[config.mk]
export PLATFORM = sky130hd
export DESIGN_NAME = booth_div
export DESIGN_NICKNAME = d
export VERILOG_FILES = /design/src/rtl/booth_div.sv
export SDC_FILE = /design/constraint.sdc
export NUM_CORES = 2
export LEC_CHECK = 0
export BUFFER_PORTS_ARGS = -buffer_cell sky130_fd_sc_hd__buf_2
export CAP_MARGIN = 20
export CELL_PAD_IN_SITES_DETAIL_PLACEMENT = 0
export CELL_PAD_IN_SITES_GLOBAL_PLACEMENT = 1
export CORE_MARGIN = 5
export CORE_UTILIZATION = 25
export CTS_CLUSTER_DIAMETER = 40
export DETAILED_ROUTE_END_ITERATION = 8
export PLACE_DENSITY_LB_ADDON = 0.1
export SYNTH_ARGS = -nofsm -noshare
export SYNTH_HDL_FRONTEND = slang
export SYNTH_SLANG_ARGS = --single-unit
export TNS_END_PERCENT = 1
[constraint.sdc]
create_clock -name clk -period 3.7 [get_ports clk]
set_input_delay 0.37 -clock clk [delete_from_list [all_inputs] [get_ports clk]]
set_output_delay 0.37 -clock clk [all_outputs]
set_load 0.02 [all_outputs]
[src/rtl/booth_div.sv]
// booth_div: sequential radix-2 restoring divider, WIDTH-bit quotient and remainder.
// Latency: done pulses WIDTH+1 clocks after the accepting edge, regardless of operands.
// Backpressure: start is sampled only while idle; requests during busy are dropped.
// Optional build macro BOOTH_DIV_SIGNED_EN selects two's complement operands.
module booth_div #(
  parameter int WIDTH = 224
) (
  input  logic             clk,
  input  logic             rst,
  input  logic             start,
  input  logic [WIDTH-1:0] a,
  input  logic [WIDTH-1:0] b,
  output logic             busy,
  output logic             done,
  output logic [WIDTH-1:0] q,
  output logic [WIDTH-1:0] r,
  output logic             div_by_zero
);

  localparam int CW = $clog2(WIDTH);

  typedef enum logic [1:0] {IDLE, CALC, FIX} state_t;

  state_t           state;
  state_t           state_nxt;
  logic [WIDTH-1:0] pr;      // partial remainder
  logic [WIDTH-1:0] quo;     // dividend shifting out, quotient shifting in
  logic [WIDTH-1:0] dsr;     // divisor magnitude
  logic [CW-1:0]    count;
  logic             dz;
  logic [WIDTH:0]   shifted;
  logic [WIDTH-1:0] diff;
  logic             ge;
  logic [WIDTH-1:0] mag_a;
  logic [WIDTH-1:0] mag_b;

`ifdef BOOTH_DIV_SIGNED_EN
  logic sgn_a;
  logic sgn_b;

  // The core divides magnitudes; -2^(WIDTH-1) maps to 2^(WIDTH-1), still representable unsigned.
  always_comb begin
    mag_a = a[WIDTH-1] ? -a : a;
    mag_b = b[WIDTH-1] ? -b : b;
  end
`else
  // Unsigned operands feed the core directly.
  always_comb begin
    mag_a = a;
    mag_b = b;
  end
`endif

  // One restoring step: shift in the next dividend bit, trial-subtract the divisor.
  // When the trial succeeds the difference is below the divisor, so WIDTH bits suffice.
  always_comb begin
    shifted = {pr, quo[WIDTH-1]};
    ge      = shifted >= {1'b0, dsr};
    diff    = shifted[WIDTH-1:0] - dsr;
  end

  // State register.
  always_ff @(posedge clk or negedge rst) begin
    if (!rst) state <= IDLE;
    else      state <= state_nxt;
  end

  // Next-state decode.
  always_comb begin
    state_nxt = state;
    case (state)
      IDLE:    if (start) state_nxt = CALC;
      CALC:    if (count == '0) state_nxt = FIX;
      FIX:     state_nxt = IDLE;
      default: state_nxt = IDLE;
    endcase
  end

  // Datapath and registered handshake outputs.
  always_ff @(posedge clk or negedge rst) begin
    if (!rst) begin
      busy        <= 1'b0;
      done        <= 1'b0;
      q           <= '0;
      r           <= '0;
      div_by_zero <= 1'b0;
      pr          <= '0;
      quo         <= '0;
      dsr         <= '0;
      count       <= '0;
      dz          <= 1'b0;
`ifdef BOOTH_DIV_SIGNED_EN
      sgn_a       <= 1'b0;
      sgn_b       <= 1'b0;
`endif
    end else begin
      done <= 1'b0;
      case (state)
        IDLE: begin
          if (start) begin
            pr    <= '0;
            quo   <= mag_a;
            dsr   <= mag_b;
            dz    <= (b == '0);
            count <= CW'(WIDTH - 1);
            busy  <= 1'b1;
`ifdef BOOTH_DIV_SIGNED_EN
            sgn_a <= a[WIDTH-1];
            sgn_b <= b[WIDTH-1];
`endif
          end
        end
        CALC: begin
          pr    <= ge ? diff : shifted[WIDTH-1:0];
          quo   <= {quo[WIDTH-2:0], ge};
          count <= count - 1'b1;
        end
        FIX: begin
          // A zero divisor makes every trial succeed: quotient all ones, remainder = |a|.
`ifdef BOOTH_DIV_SIGNED_EN
          q <= dz ? '1 : ((sgn_a ^ sgn_b) ? -quo : quo);
          r <= sgn_a ? -pr : pr;
`else
          q <= quo;
          r <= pr;
`endif
          div_by_zero <= dz;
          done        <= 1'b1;
          busy        <= 1'b0;
        end
        default: ;
      endcase
    end
  end

endmodule

Yosys cells after proc, flatten, opt, wreduce, memory -nomap -nowiden. Cells that the tools add are included.

Bits in read-only memories: 0. Memories: 0. Register bits after elaboration: 1134. Bits in latches: 0. RAM bits: 0.

Eq/ne operators: 4. Muxes and demuxes: 13. Shift-type cells: 0. Reductions and logical operators: 9. Order comparisons: 1. Div/mod/pow operators: 0. Bitwise logic cells: 0. Add/subtract/negate cells: 2. Multiply operators: 0.

Operators with widths (count): $pmux W224 S2 (2); $mux W224 (3); $ge A225 B224 Y1 (1); $logic_not A224 Y1 (1); $sub A224 B224 Y224 (1); $pmux W8 S2 (1); $logic_not A8 Y1 (1); $mux W8 (1); $reduce_and A2 Y1 (4); $sub A8 B1 Y8 const B (1); $mux W2 (2); $ne A2 B2 Y1 const B (2); $pmux W2 S2 (1); $reduce_bool A2 Y1 (2); $eq A2 B1 Y1 const B (1); $eq A2 B2 Y1 const B (1); $logic_not A2 Y1 (1); $mux W1 (2); $pmux W1 S2 (1).

Logic depth before layout (Yosys ltp).
Word-level depth: 3. Mapped depth: 18. Depth with buffers taken out: 15.

Least setup slack after synthesis. Ideal clock, no wire load.

Path type: register to register. From: reg pr[19]. To: reg pr[223]. Period minus slack after synthesis: 3.564 ns. Arrival: 3.440 ns. Library setup time: 0.124 ns. Path slack: 0.136 ns. Required time: 3.576 ns. Buffers on the path: 2. Cell stages (with the launch flop): 15. Cells stage by stage: dfrtp_1 ha_1 buf_2 nand4_1 or4_4 a2111oi_2 a211oi_2 o211ai_2 o211ai_2 o21ai_2 a41oi_2 buf_2 a32oi_1 o211ai_1 or2_1.

Longest elaborated chain between the ends: 3.

RTL lines: from (decl) (RTL line 26) `logic [WIDTH-1:0] pr;`; from (signal assigned) (RTL line 114) `pr <= ge ? diff : shifted[WIDTH-1:0];`; $sub A224 B224 Y224 / $ge A225 B224 Y1 (equally long branches) (RTL line 59, 58); $mux W224 (*) (RTL line 114); $pmux W224 S2 (*) (RTL line 98) `case (state)`.

Every way passes the cells marked *; elsewhere a longest branch is shown, timed or not. A chain may end at the register's enable or synchronous reset.

Worst setup path in the final report.
From: reg dsr[164]. To: reg pr[223].

Longest elaborated chain between the ends: 3.

RTL lines: from (decl) (RTL line 28) `logic [WIDTH-1:0] dsr;`; from (signal assigned) (RTL line 103) `dsr <= mag_b;`; $sub A224 B224 Y224 / $ge A225 B224 Y1 (equally long branches) (RTL line 59, 58); $mux W224 (*) (RTL line 114); $pmux W224 S2 (*) (RTL line 98).

Marked as above.

==> results.py <==
metrics = {
    "sta": {
        "fin_ws_ns": -0.3315,
        "setup_violations": 223,
        "fin_crit_sh": 1.090,
        "clock.fmax_mhz": 248.0,
        "setup_repair_after_global_routing_missed_its_margin": "yes",
        "clock-skew-final_ns": 0.07161,
        "final-hold-violation-count": 0,
        "slew_headroom": 0.2751,
        "timing_worst_slew_pin_value_ns": 1.078,
        "fin_max_slew_vios": 0,
        "finalWorstPathRequiredPeriod_ns": 4.032,
    },
    "global_routing": {
        "grt_first_pass_wirelength_microns": 481000,
        "largest_net_degree_at_the_start_of_global_routing": 191,
        "antenna_violations_before_repair": 21,
        "vias_in_the_first_global_route": 71770,
        "globalRouteTotalUtil": 0.2416,
        "gr-total-overflow": 0,
    },
    "critical_path": {
        "end_kind": "flop",
        "cp.arrival_ns": 4.82,
        "worstSetupStartpointType": "flop",
        "critical_path_required_ns": 4.48,
        "crit_path_max_fanout": 5,
        "critical_path_class": "flop to flop",
    },
    "final_layout": {
        "area_growth_pct": 58.29,
        "drive_above_1_share": 0.3099,
        "finish.utilization": 0.3965,
        "stdcell_area_sq_mm": 0.1004,
        "design.final.nets": 11600,
    },
    "die": {
        "rows": 185,
        "io_pins": 902,
        "core-area_sq_mm": 0.2532,
        "die_w_microns": 513.7,
        "initial_utilization": 0.2505,
        "dieArea_sq_mm": 0.2639,
        "die-height_microns": 513.7,
    },
    "placed_design": {
        "place_area_sq_mm": 0.08394,
        "hpwl_microns": 256900,
        "globalplace.congestion": 0.9320,
        "placement.io_buffers": 901,
    },
    "yosys": {
        "sequential_element_share_of_the_synthesized_area": 0.4473,
        "yosys_register_bits": 1134,
        "synth_top_area_cell": "dfrtp_1",
        "syn_inst_count": 8060,
        "synth_top_flop_cell": "dfrtp_1",
        "ys_types": 93,
        "netlist_top_cells_area": "dfrtp_1 45%, nand2_1 15%, o21ai_0 4.5%",
        "synth_async_sr_flop_share": 1.000,
        "mappedNetlistNets": 8738,
        "yosysWarnings": 0,
        "syn_area_sq_mm": 0.06343,
        "synthDominantCellAreaShare": 0.4473,
        "synth-edff-count": 0,
        "synth.avg_cell_area_sq_um": 7.870,
        "netlist_top_cells_count": "2516 x nand2_1, 1134 x dfrtp_1, 588 x nor2_1",
        "synth.most_common_cell": "nand2_1",
    },
    "status": {
        "violations_in_the_final_reports": "setup timing",
        "outcome": "finished, violations left",
    },
    "clock_network": {
        "clkTransAtPathRegs_ns": 0.05,
        "clk_path_buf_depth": 4,
        "clock_tree.root_cell": "clkbuf_16",
        "cts_inserted_buffers": 284,
        "htreeDepth": 5,
        "tritoncts_clock_tree": "done",
        "clk_latency_ns": 0.92,
        "clkSinkCount": 1134,
    },
    "routing": {
        "route.detailed.drc": 0,
        "vias": 69480,
        "final_wirelength_microns": 330100,
        "drtPass1Iterations": 6,
        "detail-route-antenna-nets": 0,
        "drt_first_iter_violations": 4417,
        "wl_per_cell_microns": 22.76,
        "vias_per_cell": 4.789,
    },
    "pwr": {
        "power.switching_w": 0.05370,
        "totalPowerFinal_w": 0.1227,
        "p_leak_nw": 49.30,
        "p_per_area_mw_per_mm2": 1222,
        "seq_power_share": 0.157,
        "switching_share": 0.4375,
        "irDropWorstVdd_v": 0.0005926,
        "clock_power_share": 0.209,
        "share_comb_of_total_power": 0.634,
        "p_int_w": 0.06902,
    },
    "worst_hold_path": {
        "timing.hold.worst.class": "primary input to asynchronous set/reset pin",
    },
    "flow_run": {
        "cap_violations": 0,
    },
}
[stage by stage]
stage          instances  hold WS [ns]  worst slack [ns]  TNS [ns]
6_report           14510        0.1417           -0.3315    -38.96
4_1_cts            14490        0.1261           -0.3434    -35.93
3_3_place_gp       13530        0.4522           -0.9357   -104.91
2_1_floorplan       8060       0.07441            0.1359         0
3_5_place_dp       13530        0.4567           -0.8956   -113.25
5_1_grt            14500        0.1659           -0.5145    -72.73
[state kept, by name, indices dropped and copies added, names as in the netlist]
register     count
busy             1
count            8
div_by_zero      1
done             1
dsr            224
dz               1
pr             224
q              224
quo            224
r              224
state            2
[worst paths after layout]
check | from | end | slack [ns] | cells past startpoint
max | dsr[164] | pr[223] | -0.33 | 18
min | rst | quo[71] | 0.14 | 2
max reg2reg | dsr[164] | pr[223] | -0.33 | 18
min reg2reg | r[29] | r[29] | 0.46 | 2
max in group asynchronous | rst | dsr[138] | 2.28 | 3
min in group clk | b[163] | dsr[163] | 0.23 | 4
[logic make-up (layout without fill, tap and decap cells)]
family	Yosys count	in the layout	synth area share
flip-flops	1134	1134	0.4473
buffers and inverters	830	3898	0.05081
XOR/XNOR	207	207	0.02858
other	0	13	0
adder cells (fa/ha/maj)	227	227	0.04489
AND/OR/NAND/NOR	3619	3619	0.2336
multiplexers	22	22	0.003531
AO/OA/AOI/OAI	2021	2021	0.1912
[power groups by stage]
stage                     Combinational, W  Sequential (W)  Clock [W]
after global routing                0.0841          0.0197     0.0268
after CTS                           0.0765          0.0192     0.0262
final                               0.0778          0.0193     0.0256
after global placement              0.0730          0.0193          0
after floorplan                     0.0346          0.0190          0
after detailed placement            0.0729          0.0193          0
[worst max-delay path: stages (launching register included)]
cell	delay, ns
dfrtp_1	0.32
inv_1	0.09
ha_4	0.28
nand4_1	0.18
nor4_2	0.30
buf_4	0.17
nand4_1	0.25
or3_4	0.48
or2_4	0.25
nor2_4	0.09
a2111oi_2	0.05
buf_4	0.16
o21ai_4	0.08
a41oi_4	0.21
buf_12	0.19
buf_16	0.13
or4_1	0.47
o211ai_1	0.09
or2_1	0.12
[cell type report]
| cell class | count | area (sq um) |
|---|---|---|
| Tap cell | 3366 | 4212 |
| Antenna cell | 13 | 32.53 |
| Inverter | 324 | 1226 |
| Multi-Input combinational cell | 6096 | 33730 |
| Clock buffer | 354 | 7812 |
| Timing Repair Buffer | 3085 | 23120 |
| Sequential cell | 1134 | 28380 |
| Fill cell | 26380 | 152800 |
| Clock inverter | 135 | 1904 |
[layout by cell type, fill, tap and decap left out, types with 77 or more instances in the layout]
cell / netlist / routed
nand2_1: 2516 / 2507
buf_4: 2 / 1640
dfrtp_1: 1134 / 1134
buf_2: 66 / 900
nor2_1: 588 / 576
o21ai_0: 568 / 479
a21oi_1: 535 / 464
dlygate4sd3_1: 0 / 450
inv_1: 323 / 304
clkbuf_16: 0 / 288
a31oi_1: 258 / 248
o21ai_1: 119 / 197
ha_1: 226 / 191
nand4_1: 167 / 167
xnor2_1: 130 / 125
o21bai_1: 95 / 93
a21o_1: 77 / 77
[layer usage]
layer  track usage  wire length, microns  vias to the layer above  share of wire
li1              -                     -                    33300              -
met3       0.03666                 16170                      467          0.049
met2        0.4041                155000                     1882           0.47
met5             0                    27                        -       0.000082
met1        0.3176                146800                    33820           0.44
met4       0.08397                 12170                        4          0.037
[repair_timing]
item,CTS,global route
gates cloned,2,2
pin swaps,87,37
setup buffers,23,4
resized for setup,307,143
hold buffers,450,0
endpoints found under the hold margin,545,0
setup endpoints to repair,225,225
Note: power is estimated with default switching activity, not from simulation.
